`src/rtl/uart_pkg.sv`:
```
// Shared types and defaults for the buffered UART transmitter.
package uart_pkg;

    typedef enum logic [1:0] {
        StIdle,
        StStart,
        StData,
        StStop
    } tx_state_e;

    localparam int unsigned DefDataW     = 8;
    localparam int unsigned DefFifoDepth = 16;
    localparam int unsigned DefClkDiv    = 16;
    localparam int unsigned DefStopBits  = 1;

    // Occupancy must represent 0..depth inclusive.
    function automatic int unsigned level_w(input int unsigned depth);
        return $clog2(depth) + 1;
    endfunction

endpackage

```
`src/rtl/uart_sync_fifo.sv`:
```
// Synchronous FIFO with registered full/empty/level; callers gate push and pop.
module uart_sync_fifo
    import uart_pkg::*;
#(
    parameter int unsigned DATA_W = DefDataW,
    parameter int unsigned DEPTH  = DefFifoDepth,
    localparam int unsigned AW    = $clog2(DEPTH),
    localparam int unsigned LW    = level_w(DEPTH)
) (
    input  logic              clock,
    input  logic              reset_n,
    input  logic              push,
    input  logic              pop,
    input  logic [DATA_W-1:0] wr_data,
    output logic [DATA_W-1:0] rd_data,
    output logic              full,
    output logic              empty,
    output logic [LW-1:0]     level
);

    logic [DATA_W-1:0] mem [DEPTH];
    logic [AW-1:0]     wr_ptr_q, rd_ptr_q;
    logic [LW-1:0]     level_q, level_d;
    logic              full_q, empty_q;

    always_ff @(posedge clock) begin
        if (push) begin
            mem[wr_ptr_q] <= wr_data;
        end
    end

    always_comb begin
        level_d = level_q;
        unique case ({push, pop})
            2'b10:   level_d = level_q + LW'(1);
            2'b01:   level_d = level_q - LW'(1);
            default: level_d = level_q;
        endcase
    end

    // Pointer width equals log2(DEPTH), so increments wrap for free.
    always_ff @(posedge clock or negedge reset_n) begin
        if (!reset_n) begin
            wr_ptr_q <= '0;
            rd_ptr_q <= '0;
            level_q  <= '0;
            full_q   <= 1'b0;
            empty_q  <= 1'b1;
        end else begin
            if (push) wr_ptr_q <= wr_ptr_q + AW'(1);
            if (pop)  rd_ptr_q <= rd_ptr_q + AW'(1);
            level_q <= level_d;
            full_q  <= (level_d == LW'(DEPTH));
            empty_q <= (level_d == '0);
        end
    end

    assign rd_data = mem[rd_ptr_q];
    assign full    = full_q;
    assign empty   = empty_q;
    assign level   = level_q;

endmodule

```
`src/rtl/uart_tx_fifo.sv`:
```
// Buffered UART transmitter: FIFO-fed start/data/stop serialiser with sticky overflow.
// Optional UART_TX_SIM_ECHO_EN echoes accepted words to the simulation console.
module uart_tx_fifo
    import uart_pkg::*;
#(
    parameter int unsigned DATA_W     = DefDataW,
    parameter int unsigned FIFO_DEPTH = DefFifoDepth,
    parameter int unsigned CLK_DIV    = DefClkDiv,
    parameter int unsigned STOP_BITS  = DefStopBits,
    localparam int unsigned LW        = level_w(FIFO_DEPTH)
) (
    input  logic              clock,
    input  logic              reset_n,
    input  logic              wr_en,
    input  logic [DATA_W-1:0] wr_data,
    output logic              full,
    output logic              empty,
    output logic [LW-1:0]     level,
    output logic              busy,
    output logic              overflow,
    input  logic              clr_ovf,
    output logic              tx
);

    localparam int unsigned TW = $clog2(CLK_DIV);
    localparam int unsigned BW = $clog2(DATA_W + 1);
    localparam logic [TW-1:0] TimerMax = TW'(CLK_DIV - 1);
    localparam logic [BW-1:0] LastData = BW'(DATA_W - 1);
    localparam logic [BW-1:0] LastStop = BW'(STOP_BITS - 1);

    tx_state_e         state_q, state_d;
    logic [TW-1:0]     timer_q, timer_d;
    logic [BW-1:0]     bit_cnt_q, bit_cnt_d;
    logic [DATA_W-1:0] shift_q, shift_d;
    logic              tx_q, tx_d;
    logic              ovf_q, ovf_d;
    logic              push, pop, bit_end;
    logic [DATA_W-1:0] head;

    assign push = wr_en & ~full;

    uart_sync_fifo #(
        .DATA_W (DATA_W),
        .DEPTH  (FIFO_DEPTH)
    ) u_fifo (
        .clock   (clock),
        .reset_n (reset_n),
        .push    (push),
        .pop     (pop),
        .wr_data (wr_data),
        .rd_data (head),
        .full    (full),
        .empty   (empty),
        .level   (level)
    );

    assign bit_end = (timer_q == TimerMax);

    always_comb begin
        state_d   = state_q;
        timer_d   = timer_q;
        bit_cnt_d = bit_cnt_q;
        shift_d   = shift_q;
        pop       = 1'b0;
        unique case (state_q)
            StIdle: begin
                timer_d = '0;
                if (!empty) begin
                    pop     = 1'b1;
                    shift_d = head;
                    state_d = StStart;
                end
            end
            StStart: begin
                if (bit_end) begin
                    timer_d   = '0;
                    bit_cnt_d = '0;
                    state_d   = StData;
                end else begin
                    timer_d = timer_q + TW'(1);
                end
            end
            StData: begin
                if (bit_end) begin
                    timer_d = '0;
                    shift_d = shift_q >> 1;
                    if (bit_cnt_q == LastData) begin
                        bit_cnt_d = '0;
                        state_d   = StStop;
                    end else begin
                        bit_cnt_d = bit_cnt_q + BW'(1);
                    end
                end else begin
                    timer_d = timer_q + TW'(1);
                end
            end
            StStop: begin
                // The bit counter is reused to count stop bits.
                if (bit_end) begin
                    timer_d = '0;
                    if (bit_cnt_q == LastStop) begin
                        bit_cnt_d = '0;
                        if (!empty) begin
                            pop     = 1'b1;
                            shift_d = head;
                            state_d = StStart;
                        end else begin
                            state_d = StIdle;
                        end
                    end else begin
                        bit_cnt_d = bit_cnt_q + BW'(1);
                    end
                end else begin
                    timer_d = timer_q + TW'(1);
                end
            end
            default: state_d = StIdle;
        endcase
    end

    // Line level follows the next state so tx comes straight from a flop.
    always_comb begin
        tx_d = 1'b1;
        unique case (state_d)
            StStart: tx_d = 1'b0;
            StData:  tx_d = shift_d[0];
            default: tx_d = 1'b1;
        endcase
    end

    always_comb begin
        ovf_d = ovf_q;
        if (wr_en && full) begin
            ovf_d = 1'b1;
        end else if (clr_ovf) begin
            ovf_d = 1'b0;
        end
    end

    always_ff @(posedge clock or negedge reset_n) begin
        if (!reset_n) begin
            state_q   <= StIdle;
            timer_q   <= '0;
            bit_cnt_q <= '0;
            shift_q   <= '0;
            tx_q      <= 1'b1;
            ovf_q     <= 1'b0;
        end else begin
            state_q   <= state_d;
            timer_q   <= timer_d;
            bit_cnt_q <= bit_cnt_d;
            shift_q   <= shift_d;
            tx_q      <= tx_d;
            ovf_q     <= ovf_d;
        end
    end

    assign tx       = tx_q;
    assign busy     = (state_q != StIdle);
    assign overflow = ovf_q;

`ifdef UART_TX_SIM_ECHO_EN
    always @(posedge clock) begin
        if (reset_n && push) begin
            $write("%c", wr_data);
        end
    end
`endif

endmodule

```
`config.mk`:
```
export PLATFORM = sky130hd
export DESIGN_NAME = uart_tx_fifo
export DESIGN_NICKNAME = d
export VERILOG_FILES = /design/src/rtl/uart_pkg.sv /design/src/rtl/uart_sync_fifo.sv /design/src/rtl/uart_tx_fifo.sv
export SDC_FILE = /design/constraint.sdc
export NUM_CORES = 1
export LEC_CHECK = 0
export BUFFER_PORTS_ARGS = -buffer_cell sky130_fd_sc_hd__buf_2
export CORE_UTILIZATION = 35
export CTS_CLUSTER_DIAMETER = 30
export DETAILED_ROUTE_END_ITERATION = 16
export SLEW_MARGIN = 20
export SYNTH_ARGS = -nofsm -noshare
export SYNTH_HDL_FRONTEND = slang
export SYNTH_SLANG_ARGS = --single-unit
```
`constraint.sdc`:
```
create_clock -name clock -period 5.5 [get_ports clock]
set_clock_uncertainty 0.1 [all_clocks]
set_input_delay 0.275 -clock clock [delete_from_list [all_inputs] [get_ports clock]]
set_output_delay 0.275 -clock clock [all_outputs]
set_load 0.01 [all_outputs]
```
**After elaboration in Yosys (flattened, before gate mapping)**

Memory sizes are Yosys's and may differ from the RTL's.
Cells that the tools add are included.

- Add/subtract/negate cells: 6
- Equal/unequal tests: 14
- Muxes and demuxes: 31
- Bitwise operators: 2
- Reduce and logical (&&, ||, !) cells: 11

Operator list:

| cell | count |
|---|---|
| two-way mux 8 bit | 4 |
| two-way mux 4 bit | 6 |
| one-hot mux 8 bit (3 select lines) | 1 |
| adder 4 x 1 -> 4 bit, second input constant | 4 |
| two-way mux 2 bit | 6 |
| one-hot mux 4 bit (3 select lines) | 1 |
| one-hot mux 5 bit (2 select lines) | 1 |
| equality test 2 bit, second input constant | 4 |
| two-way mux 1 bit | 8 |
| inequality test 2 bit, second input constant | 4 |
| one-hot mux 2 bit (4 select lines) | 1 |
| one-hot mux 4 bit (2 select lines) | 1 |
| AND reduction 4 bit | 2 |
| equality test 2 x 1 -> 1 bit, second input constant | 3 |
| nonzero test 3 bit | 2 |
| adder 5 x 1 -> 5 bit, second input constant | 1 |
| equality test 5 bit, second input constant | 1 |
| zero test 5 bit | 1 |
| subtractor 5 x 1 -> 5 bit, second input constant | 1 |
| equality test 4 x 3 -> 1 bit, second input constant | 1 |
| equality test 4 bit, second input constant | 1 |
| zero test 4 bit | 1 |
| one-hot mux 1 bit (2 select lines) | 2 |
| nonzero test 2 bit | 2 |
| 5 further kinds | 5 |

- Register bits: 35
- Memory bits (writable): 128
- Input port bits: 12
- Output and inout port bits: 10
- Word-level logic and storage cells: 77
- Memories: 1

Memory list:

| memory | depth | width | read ports | clocked after memory_dff | wr ports | RTL line | RTL |
|---|---|---|---|---|---|---|---|
| u_fifo.mem | 16 | 8 | 1 | 0 | 1 | uart_sync_fifo.sv:21 | `logic [DATA_W-1:0] mem [DEPTH];` |

**Logic depth before layout (Yosys ltp)**

Gate-level depths: netlist of the first run.

- Word-level depth: 7
- Mapped depth: 16
- Mapped depth without buffers: 14

**Hierarchy**

A second synthesis of the first run with hierarchy kept.

- Cell total of the unflattened synthesis: 414
- Area total of the unflattened synthesis: 7188.1 µm²

By module, submodules not included:

| module | times used | cells an instance | area an instance (µm²) | sequential area each (µm²) |
|---|---|---|---|---|
| uart_sync_fifo | 1 | 279 | 5924.4 | 4220.3 |
| uart_tx_fifo | 1 | 135 | 1263.7 | 501.7 |

**Least setup slack after synthesis of the first run**

Ideal clock, no wire load.

- Path kind: flip-flop to flip-flop
- Start point: reg bit_cnt_q[0]
- End point: reg u_fifo.full_q (netlist: u_fifo.full)
- Setup time: 0.126 ns
- Arrival time: 3.047 ns
- Path slack: 2.227 ns
- Stages on the path, launching flop included: 14
- Period minus slack after synthesis: 3.273 ns
- Cells stage by stage: dfrtp_1 > inv_1 > ha_1 > or3b_1 > buf_2 > o31a_1 > nor3_2 > ha_1 > clkbuf_1 > or4_1 > o211ai_2 > xnor2_1 > inv_1 > o311a_1

- Longest elaborated chain between the ends: 7
- Elaborated cells between the ends (all ways): 8
- Those cells by class: 3 x eq/ne; 4 x mux; 1 x reduce/logical

RTL lines:

| item | RTL line | RTL |
|---|---|---|
| start, declared | uart_tx_fifo.sv:33 | `logic [BW-1:0] bit_cnt_q, bit_cnt_d;` |
| start signal, assigned | uart_tx_fifo.sv:151 | `bit_cnt_q <= bit_cnt_d;` |
| zero test 4 bit (*) | uart_tx_fifo.sv:101 | `if (bit_cnt_q == LastStop) begin` |
| two-way mux 1 bit (*) | uart_tx_fifo.sv:101 |  |
| two-way mux 1 bit (*) | uart_tx_fifo.sv:99 | `if (bit_end) begin` |
| one-hot mux 1 bit (2 select lines) (*) | uart_tx_fifo.sv:65 | `unique case (state_q)` |
| equality test 2 x 1 -> 1 bit / equality test 2 bit (equally long branches) | uart_sync_fifo.sv:34 | `unique case ({push, pop})` |
| one-hot mux 5 bit (2 select lines) (*) | uart_sync_fifo.sv:34 |  |
| via u_fifo.level_d[4] | uart_sync_fifo.sv:23 | `logic [LW-1:0] level_q, level_d;` |
| equality test 5 bit (*) | uart_sync_fifo.sv:53 | `full_q <= (level_d == LW'(DEPTH));` |
| end signal, assigned | uart_sync_fifo.sv:53 |  |
| end, declared | uart_sync_fifo.sv:24 | `logic full_q, empty_q;` |

Mark *: on every way through the listed nets, which the timed path passes. The rest lies on a longest branch.
A chain may end at the register's enable or synchronous reset.

**Worst setup path in the final report of the first run**

Same ends and word-level chain as after synthesis.

==> metrics.txt, run 1 <==
status=finished, final reports clean; CTS Sinks=between 150 and 200; Metal-1 WL=5850 um; Antenna diodes=0; Post-synth EDFFs=128; critical path start-end classification=reg2reg; P_leak=approximately 2.8 nW; PD cells=approximately 500 nW/um^2; Inst Count DP=680; Required @ worst endpoint=5.71 ns; final hold vios=0; Avg Synthesized Cell Area=between 15 and 20 sq um; Warnings, synthesis=0; vias in the first global route=roughly 3700; CP endpoint kind=flop; Worst-Margin Slew=between 0.9 and 1 ns; slew margin rel.=34.1%; grt ovf=0; Clk network pwr share=about 28%; Net Sw Frac=a little under a third; clock tree from TritonCTS=done; Synth Flop Type=edfxtp_1; post-DR vias/cell=5.09; Worst setup SP type=flop; final instance area=between 7000 and 8000 sq um; CP Max Fanout=10; area delta synth->final=14.2%; share of layout cells above drive strength 1=23.8%; Min Hold Slack=between 0.1 and 0.15 ns; Synth Net Count=435; buffer depth of the longest clock path=2; Post-Layout Cell Count=714; post-CTS sizing=0; Die W=about 140 um; endpoints failing setup=0; vias=3637; All-Layer GR Usage=approximately 14%; Pint=about 2.7 mW; Net Sw Power=between 1 and 1.5 mW; core area=between 15000 and 20000 sq um; Final Routed Wirelength=13000 um; H-tree Lvls=4; post-CTS setup buffers=0; Ports=22; die height=around 140 um; TritonCTS buffer count=17; Final Max Tran Viols=0; first-pass GRT wire length=around 21000 um; Mapped Area=around 7000 sq um; wire length on met2=around 6400 um; Routed Antenna Nets=0; Buffers on Ports=21; Hold Buf Count CTS=3; Arr. time, crit path=3.64 ns; Fmax achieved=291 MHz; Root Buffer=clkbuf_16; Comb power frac=28.3%; final period utilization=between 60 and 70%; Post-DP HPWL=8600 um; initial DRC count=~240; routed wl met3=roughly 630 um; fraction of registers with async set/reset=a little over a fifth; Final Net Count=roughly 460; Top Metal Used=met4; sequential fraction of the synthesis area=between 60% and 70%; Flop pwr share=between 40% and 50%; DRC Markers=0; setup TNS=0 ns; Filler cells=approximately 1800; CTS clk-pin slew, worst paths=0.07 ns; fin crit period=between 3 and 4 ns; antenna violations before repair=0; die area=~20000 sq um; Netlist cell types=53; Starting Density=approximately 36%; Synth Instances=between 400 and 500; Yosys reg bits=around 160; Worst-Skew Late Latency=0.42 ns; GPL Wtd Cong=0.814; total power=3.98 mW; RSZ-0062 raised after global routing=no; row cnt=roughly 50; Placed Area=between 7000 and 8000 sq um; maximum VDD drop=approximately 0.27 mV; maxcap violations=0; worst hold-check path type=in2reg; drt pass-1 iters=4; largest net degree at the start of global routing=36; drt wl/cell=18.2 um
==> area by class of cell <==
class | instances | area (sq um) | share of cell area [%]
multi-input combinational | 206 | 2030 | 25.7
tap | 265 | 332 | 4.20
inverter | 19 | 71.3 | 0.903
timing repair buffer | 30 | 180 | 2.28
clock inverter | 13 | 128 | 1.62
clock buffer | 18 | 429 | 5.44
sequential | 163 | 4720 | 59.8
==> cells by family after synthesis <==
kind of cell               after synthesis  share of synthesized area (%)
AOI/OAI and AO/OA                       49                           4.89
adders and majority gates               15                           2.71
xor gates and xnor gates                13                           1.76
buffers and inverters                   39                           2.32
DFF                                    163                           68.3
muxes                                   45                           13.6
and+or+nand+nor                         84                           6.41
==> synthesized netlist by cell type (all sizes together) (2+ instances only) <==
cell	count	area (sq um)
mux2	3	33.8
mux2i	3	30.0
a221o	6	60.1
nand2	22	82.6
dfrtp	33	826
nand4b	2	17.5
o21ai	17	85.1
nor3	9	50.1
dfstp	2	52.6
inv	19	71.3
ha	15	188
a31oi	3	18.8
a211o	2	17.5
a21oi	9	45.0
nand2b	3	18.8
nor2	19	71.3
o31ai	2	20.0
mux4	39	878
or2	2	12.5
clkbuf	12	45.0
and3	2	17.5
xor2	3	33.8
buf	8	43.8
nand3	4	20.0
edfxtp	128	3840
nor2b	8	50.1
xnor2	10	87.6
nand4	2	12.5
nor3b	3	22.5
o311a	2	20.0
==> sequential cells by signal, summed over array words and instances (netlist names) <==
register / flops
u_fifo.mem: 128
shift_q: 8
u_fifo.level: 5
bit_cnt_q: 4
timer_q: 4
u_fifo.rd_ptr_q: 4
u_fifo.wr_ptr_q: 4
state_q: 2
overflow: 1
tx: 1
u_fifo.empty: 1
u_fifo.full: 1
==> metrics by stage <==
step	utilization, %	setup WS [ns]
after detailed placement	37.7	2.05
after global placement	37.7	2.18
after floorplan	-	2.23
after CTS	40.7	2.05
after global routing	40.7	1.80
final	40.7	2.07
==> power by group through the flow <==
| stage | Clock, mW | Sequential [mW] | Combinational (mW) |
|---|---|---|---|
| final | 1.12 | 1.73 | 1.13 |
| after global routing | 1.19 | 1.76 | 1.23 |
| after CTS | 1.14 | 1.73 | 1.14 |
| after detailed placement | 0 | 1.76 | 1.14 |
| after global placement | 0 | 1.75 | 1.10 |
| after floorplan | 0 | 1.65 | 0.913 |
==> path summary, 6_finish.rpt <==
path                                           from                        endpoint  slack (ns)  cells after the start
min in group asynchronous                   reset_n           u_fifo.full$_DFF_PN0_        0.37                      2
setup reg to reg           bit_cnt_q[0]$_DFFE_PN0P_           u_fifo.full$_DFF_PN0_        2.07                     11
max in group asynchronous                   reset_n  u_fifo.rd_ptr_q[0]$_DFFE_PN0P_        4.39                      2
setup / recovery           bit_cnt_q[0]$_DFFE_PN0P_           u_fifo.full$_DFF_PN0_        2.07                     11
hold / removal                           wr_data[2]     u_fifo.mem[11][2]$_DFFE_PP_        0.13                      1
hold reg to reg              shift_q[7]$_DFFE_PN0P_          shift_q[7]$_DFFE_PN0P_        0.40                      2
==> worst max-delay path: stages, from the launching register on <==
cell and delay [ns]:
dfrtp_1 0.42, inv_1 0.08, ha_1 0.14, or3b_1 0.43, o31a_1 0.34, nor3_2 0.30
ha_1 0.43, or4_1 0.56, o211ai_2 0.17, xnor2_1 0.16, inv_1 0.08, o311a_1 0.12
==> routing by layer <==
layer,up-vias,global-route usage [%]
met1,1874,18.2
met5,-,0
met2,104,23.1
li1,1644,-
met4,0,4.64
met3,15,3.57
==> layout by cell type (no fill, tap or decap), types with 8 or more instances in the layout <==
cell type / instances
a21oi_1: 9
buf_2: 21
clkbuf_16: 17
dfrtp_1: 32
edfxtp_1: 128
ha_1: 15
inv_1: 19
mux4_2: 39
nand2_1: 22
nor2_1: 19
nor2b_1: 8
nor3_1: 8
o21ai_0: 17
xnor2_1: 10
Power figures use the tool's default switching activity.
==> inputs of run 2 (changes only) <==
==> constraint.sdc (replaced) <==
create_clock -name clock -period 3.5 [get_ports clock]
set_clock_uncertainty 0.1 [all_clocks]
set_input_delay 0.175 -clock clock [delete_from_list [all_inputs] [get_ports clock]]
set_output_delay 0.175 -clock clock [all_outputs]
set_load 0.01 [all_outputs]
==> metrics.txt, run 2 (same netlist as run 1, synthesis figures left out) <==
status=finished, final reports clean; TritonCTS buffer count=17 (unchanged); CTS Sinks=163 (unchanged); maxcap violations=0 (unchanged); vias=3595 (-1.2%); Arr. time, crit path=3.52 ns (-0.12 ns); vias in the first global route=3733 (+1.7%); critical path start-end classification=reg2reg; DRC Markers=0 (unchanged); Net Sw Frac=30.8% (-0.49 points); Root Buffer=clkbuf_16; Reg2Reg Launch Point=bit_cnt_q[0]$_DFFE_PN0P_; initial DRC count=246 (+2.9%); most common cell after layout, fill and taps aside=edfxtp_1; CP Max Fanout=6 (-4); Hold Path Origin=wr_data[5]; largest reg by FF count=u_fifo.mem; drt pass-1 iters=4 (unchanged); Post-DP HPWL=8580 um (-0.23%); post-CTS setup buffers=0 (unchanged); Fmax achieved=302 MHz (+3.8%); Antenna diodes=0 (unchanged); Worst setup SP type=flop; endpoints failing setup=0 (unchanged); CTS clk-pin slew, worst paths=0.07 ns (about the same); Die W=143 um (unchanged); P_leak=2.80 nW (+1.3%); die area=20300 sq um (unchanged); RSZ-0062 raised after global routing=no; share of layout cells above drive strength 1=24.8% (+1.0 points); Worst-Margin Slew=0.956 ns (-0.0292 ns); Pint=4.39 mW (+61%); final hold vios=0 (unchanged); final core occ=41.0% (+0.27 points); buffer depth of the longest clock path=2 (unchanged); Clk network pwr share=28.9% (+0.7 points); slew margin rel.=36.0% (+2.0 points); CP endpoint kind=flop; Comb power frac=29.2% (+0.9 points); Worst-Skew Late Latency=0.43 ns (about the same); post-DR vias/cell=5.02 (-1.4%); Buffers on Ports=21 (unchanged); fin worst setup slack=0.193 ns (-1.87 ns); Critical Path Source=bit_cnt_q[0]$_DFFE_PN0P_; worst-path cell chain=inv_1 > ha_1 > or3b_1 > o31a_1 > or2_4 > xnor2_1 > ha_1 > nand2b_1 > or4_1 > o211ai_2 > xnor2_1 > inv_1 > o311a_1; antenna violations before repair=0 (unchanged); maximum VDD drop=0.391 mV (+43%); Starting Density=35.6% (unchanged); max reg flops=128 (unchanged); largest net degree at the start of global routing=36 (unchanged); crit-path max cell delay=0.45 ns (-0.11 ns); Flop pwr share=41.9% (-1.6 points); area delta synth->final=14.9%; PD cells=799 nW/um^2 (+59%); final period utilization=94.5% (+32 points); worst hold-check path type=in2reg; die height=143 um (unchanged); grt ovf=0 (unchanged); GPL Wtd Cong=0.871 (+7.1%); Routed Antenna Nets=0 (unchanged); row cnt=51 (unchanged); Required @ worst endpoint=3.71 ns (-2.00 ns); Place WS=0.143 ns (-1.91 ns); Ports=22 (unchanged); Net Sw Power=1.95 mW (+57%); Final Routed Wirelength=13100 um (+0.98%); commonest cells after routing, fill and taps aside=edfxtp_1, mux4_2, dfrtp_1; Final Max Tran Viols=0 (unchanged); fin crit period=3.31 ns (-0.126 ns); All-Layer GR Usage=14.3% (+0.20 points); H-tree Lvls=4 (unchanged); clock tree from TritonCTS=done; setup TNS=0 ns (unchanged); first-pass GRT wire length=20900 um (about the same); Min Hold Slack=0.0207 ns (-0.112 ns); Final Net Count=466 (+0.43%); core area=19400 sq um (unchanged); drt wl/cell=18.3 um (+0.69%); Slowest cell on crit path=or3b_1
[run 2: changes by cell type in the layout (fill, tap and decap cells not counted), sizes merged]
cell	delta
bufinv	+1
clkinvlp	-1
buf	+2
inv	+1
clkbuf	-1
[run 2: worst max-delay path: cells and delay by family, from the launching register on]
kind	cells	cell delay [ns]
AND/OR/NAND/NOR	4	1.23
flip-flops	1	0.42
AO/OA/AOI/OAI	3	0.62
adder cells (fa/ha/maj)	2	0.36
buffers and inverters	2	0.15
XOR/XNOR	2	0.31
[run 2: metal layers]
metal	share of wire, %	wire, um	GRT usage (%)
met5	0	0	0
met4	0.72	95	5.43
met3	4.1	533	3.60
met2	49	6450	22.6
met1	46	6060	18.9
[run 2: final cells by class]
cell class	count	area, sq um
Clock buffer	17	425
Clock inverter	14	154
Fill cell	1758	11500
Inverter	19	71.3
Multi-Input combinational cell	206	2030
Sequential cell	163	4720
Tap cell	265	332
Timing Repair Buffer	32	208
[run 2: power by group through the flow]
stage	registers (mW)	clock network (mW)	logic, mW
floorplan	2.59	0	1.43
global placement	2.68	0	1.84
detailed placement	2.70	0	1.88
CTS	2.66	1.87	1.89
global route	2.70	1.93	2.04
finish	2.66	1.83	1.85
[run 2: what timing repair did]
item                                    CTS  global route
endpoints found under the hold margin    34             0
endpoints found under the setup margin    0             1
hold buffers                              3             0
gates resized for setup                   0             1
[run 2: through the flow]
step / total power [mW] / area [sq um] / cells
after floorplan: 4.02 / 6910 / 408
after global placement: 4.52 / 7340 / 682
after detailed placement: 4.58 / 7340 / 682
after CTS: 6.43 / 7950 / 716
after global routing: 6.67 / 7950 / 716
final: 6.35 / 7950 / 716
[run 2: path summary, 6_finish.rpt]
path,cells after the start,to,slack [ns]
min,1,u_fifo.mem[11][5]$_DFFE_PP_,0.02
min reg2reg,2,shift_q[7]$_DFFE_PN0P_,0.38
max in group asynchronous,2,u_fifo.rd_ptr_q[0]$_DFFE_PN0P_,2.48
max,13,u_fifo.full$_DFF_PN0_,0.19
max reg2reg,13,u_fifo.full$_DFF_PN0_,0.19
min in group asynchronous,2,u_fifo.full$_DFF_PN0_,0.28
==> inputs of run 3 (changes only) <==
--- a/config.mk
+++ b/config.mk
@@ -6,10 +6,13 @@
 export NUM_CORES = 1
 export LEC_CHECK = 0
 export BUFFER_PORTS_ARGS = -buffer_cell sky130_fd_sc_hd__buf_2
-export CORE_UTILIZATION = 35
+export CELL_PAD_IN_SITES_DETAIL_PLACEMENT = 0
+export CELL_PAD_IN_SITES_GLOBAL_PLACEMENT = 1
+export CORE_UTILIZATION = 53
 export CTS_CLUSTER_DIAMETER = 30
 export DETAILED_ROUTE_END_ITERATION = 16
-export SLEW_MARGIN = 20
+export PLACE_DENSITY_LB_ADDON = 0.1
+export SLEW_MARGIN = 40
 export SYNTH_ARGS = -nofsm -noshare
 export SYNTH_HDL_FRONTEND = slang
 export SYNTH_SLANG_ARGS = --single-unit
==> metrics.txt, run 3 (same netlist as run 1, synthesis figures left out) <==
met3 Usage GRT=5.76% (+2.2 points); setup TNS=0 ns (unchanged); status=finished, final reports clean; core area=12700 sq um (-35%); Post-DP HPWL=8140 um (-5.2%); final core occ=61.9% (+21 points); final period utilization=94.8% (+0.27 points); TritonCTS buffer count=17 (unchanged); hold endpoint=u_fifo.mem[13][6]$_DFFE_PP_; clock tree from TritonCTS=done; share of layout cells above drive strength 1=25.6% (+0.77 points); PD cells=798 nW/um^2 (about the same); Root Buffer=clkbuf_16; Hold Path Origin=wr_data[6]; Starting Density=54.6% (+19 points); GRT busiest layer=met2; buffer depth of the longest clock path=2 (unchanged); most common cell after layout, fill and taps aside=edfxtp_1; critical path start-end classification=reg2reg; slew margin rel.=46.7% (+11 points); Place WS=0.137 ns (-0.00654 ns); GPL Wtd Cong=0.780 (-10%); drt pass-1 iters=4 (unchanged); Final Max Tran Viols=0 (unchanged); Required @ worst endpoint=3.69 ns (-0.02 ns); worst hold path cell count=1 (unchanged); Clk network pwr share=28.3% (-0.6 points); first-pass GRT wire length=19400 um (-7.1%); All-Layer GR Usage=20.2% (+5.9 points); Worst Reg-to-Reg Cells=13 (unchanged); largest reg by FF count=u_fifo.mem; Worst-Skew Late Latency=0.42 ns (about the same); fin worst setup slack=0.183 ns (-0.00941 ns); drt wl/cell=19.2 um (+4.5%); endpoints failing setup=0 (unchanged); reg2reg end=u_fifo.full$_DFF_PN0_; Antenna diodes=0 (unchanged); H-tree Lvls=4 (unchanged); Worst setup SP type=flop; Flop pwr share=43.3% (+1.4 points); Min Hold Slack=0.0400 ns (+0.0193 ns); Fmax achieved=302 MHz (-0.28%); largest net degree at the start of global routing=36 (unchanged); Reg2Reg Launch Point=bit_cnt_q[0]$_DFFE_PN0P_; antenna violations before repair=0 (unchanged); CP endpoint kind=flop; setup slack, reg-to-reg=0.18 ns (about the same); Pint=4.35 mW (-0.95%); commonest cells after routing, fill and taps aside=edfxtp_1, mux4_2, dfrtp_1; Filler cells=955 (-46%); area delta synth->final=13.4%; Inst Count DP=589 (-14%); Die W=116 um (-18%); Post-Layout Cell Count=625 (-13%); CTS clk-pin slew, worst paths=0.06 ns (about the same); post-DR vias/cell=5.72 (+14%); die area=13500 sq um (-34%); vias=3575 (-0.56%); maximum VDD drop=0.516 mV (+32%); Reg area=4720 sq um (unchanged); final hold vios=0 (unchanged); Multi-input gate area=2040 sq um (+0.37%); CP Max Fanout=6 (unchanged); Net Sw Power=1.90 mW (-2.5%); grt ovf=0 (unchanged); Final Net Count=467 (+0.21%); die height=116 um (-18%); fin crit period=3.32 ns (+0.00941 ns); GRT met1 Usage=26.7% (+7.8 points); DRC Markers=0 (unchanged); CTS Sinks=163 (unchanged); Worst-Margin Slew=0.796 ns (-0.160 ns); maxcap violations=0 (unchanged); Buffers on Ports=21 (unchanged); P_leak=2.79 nW (-0.23%); Comb power frac=28.4% (-0.8 points); Net Sw Frac=30.4% (-0.34 points); initial DRC count=189 (-23%); worst hold-check path type=in2reg; row cnt=41 (-20%); Ports=22 (unchanged); Routed Antenna Nets=0 (unchanged); vias in the first global route=3642 (-2.4%); Final Routed Wirelength=12000 um (-8.8%); GRT met2 Usage=32.7% (+10 points); max reg flops=128 (unchanged); Arr. time, crit path=3.51 ns (about the same)
==> run 3: changes by cell type in the layout (fill, tap and decap cells not counted), sizes merged <==
cell	delta
clkbuf	+2
clkinvlp	+1
inv	+1
clkinv	-2
buf	+1
bufinv	-1
==> run 3: per-layer routing <==
layer	vias up	part of all wire, %
li1	1645	-
met1	1868	47
met2	56	50
met3	6	2.2
met4	0	0.62
met5	-	0
==> run 3: area by class of cell <==
class	instances	share of cell area (%)
Sequential cell	163	60.3
Multi-Input combinational cell	206	26.1
Clock buffer	19	5.65
Timing Repair Buffer	33	2.78
Tap cell	172	2.75
Clock inverter	13	1.60
Inverter	19	0.910
==> run 3: critical path, stage by stage, from the launching register on <==
cell	delay [ns]
dfrtp_1	0.42
inv_1	0.07
ha_1	0.13
or3b_4	0.41
o31a_1	0.39
or2_4	0.31
xnor2_1	0.15
ha_1	0.21
nand2b_1	0.06
or4_1	0.41
o211ai_2	0.17
xnor2_1	0.16
inv_1	0.07
o311a_1	0.12
==> run 3: stage by stage <==
step           total power [mW]  cell area, sq um
6_report                   6.26              7840
5_1_grt                    6.59              7840
4_1_cts                    6.31              7820
3_5_place_dp               4.53              7220
3_3_place_gp               4.49              7220
2_1_floorplan              4.02              6910
==> run 3: timing repair <==
item / CTS / global route
setup buffers: 0 / 1
hold buffers: 3 / 0
gates resized for setup: 0 / 2
hold endpoints to repair: 34 / 0
endpoints found under the setup margin: 0 / 2
==> run 3: worst max-delay path by stage <==
| stage | start | end | slack, ns | cells after the start |
|---|---|---|---|---|
| after floorplan | bit_cnt_q[0]$_DFFE_PN0P_ | u_fifo.full$_DFF_PN0_ | 0.23 | 13 |
| after global placement | bit_cnt_q[0]$_DFFE_PN0P_ | u_fifo.full$_DFF_PN0_ | 0.22 | 13 |
| after detailed placement | bit_cnt_q[0]$_DFFE_PN0P_ | u_fifo.full$_DFF_PN0_ | 0.14 | 13 |
| after CTS | bit_cnt_q[0]$_DFFE_PN0P_ | u_fifo.full$_DFF_PN0_ | 0.13 | 13 |
| after global routing | bit_cnt_q[0]$_DFFE_PN0P_ | u_fifo.full$_DFF_PN0_ | -0.01 | 13 |
| final | bit_cnt_q[0]$_DFFE_PN0P_ | u_fifo.full$_DFF_PN0_ | 0.18 | 13 |
==> run 3: power by group through the flow <==
stage,combinational (mW),clock [mW],sequential [mW]
floorplan,1.43,0,2.59
CTS,1.79,1.80,2.71
detailed placement,1.78,0,2.75
finish,1.78,1.77,2.71
global placement,1.75,0,2.74
global route,1.96,1.88,2.76
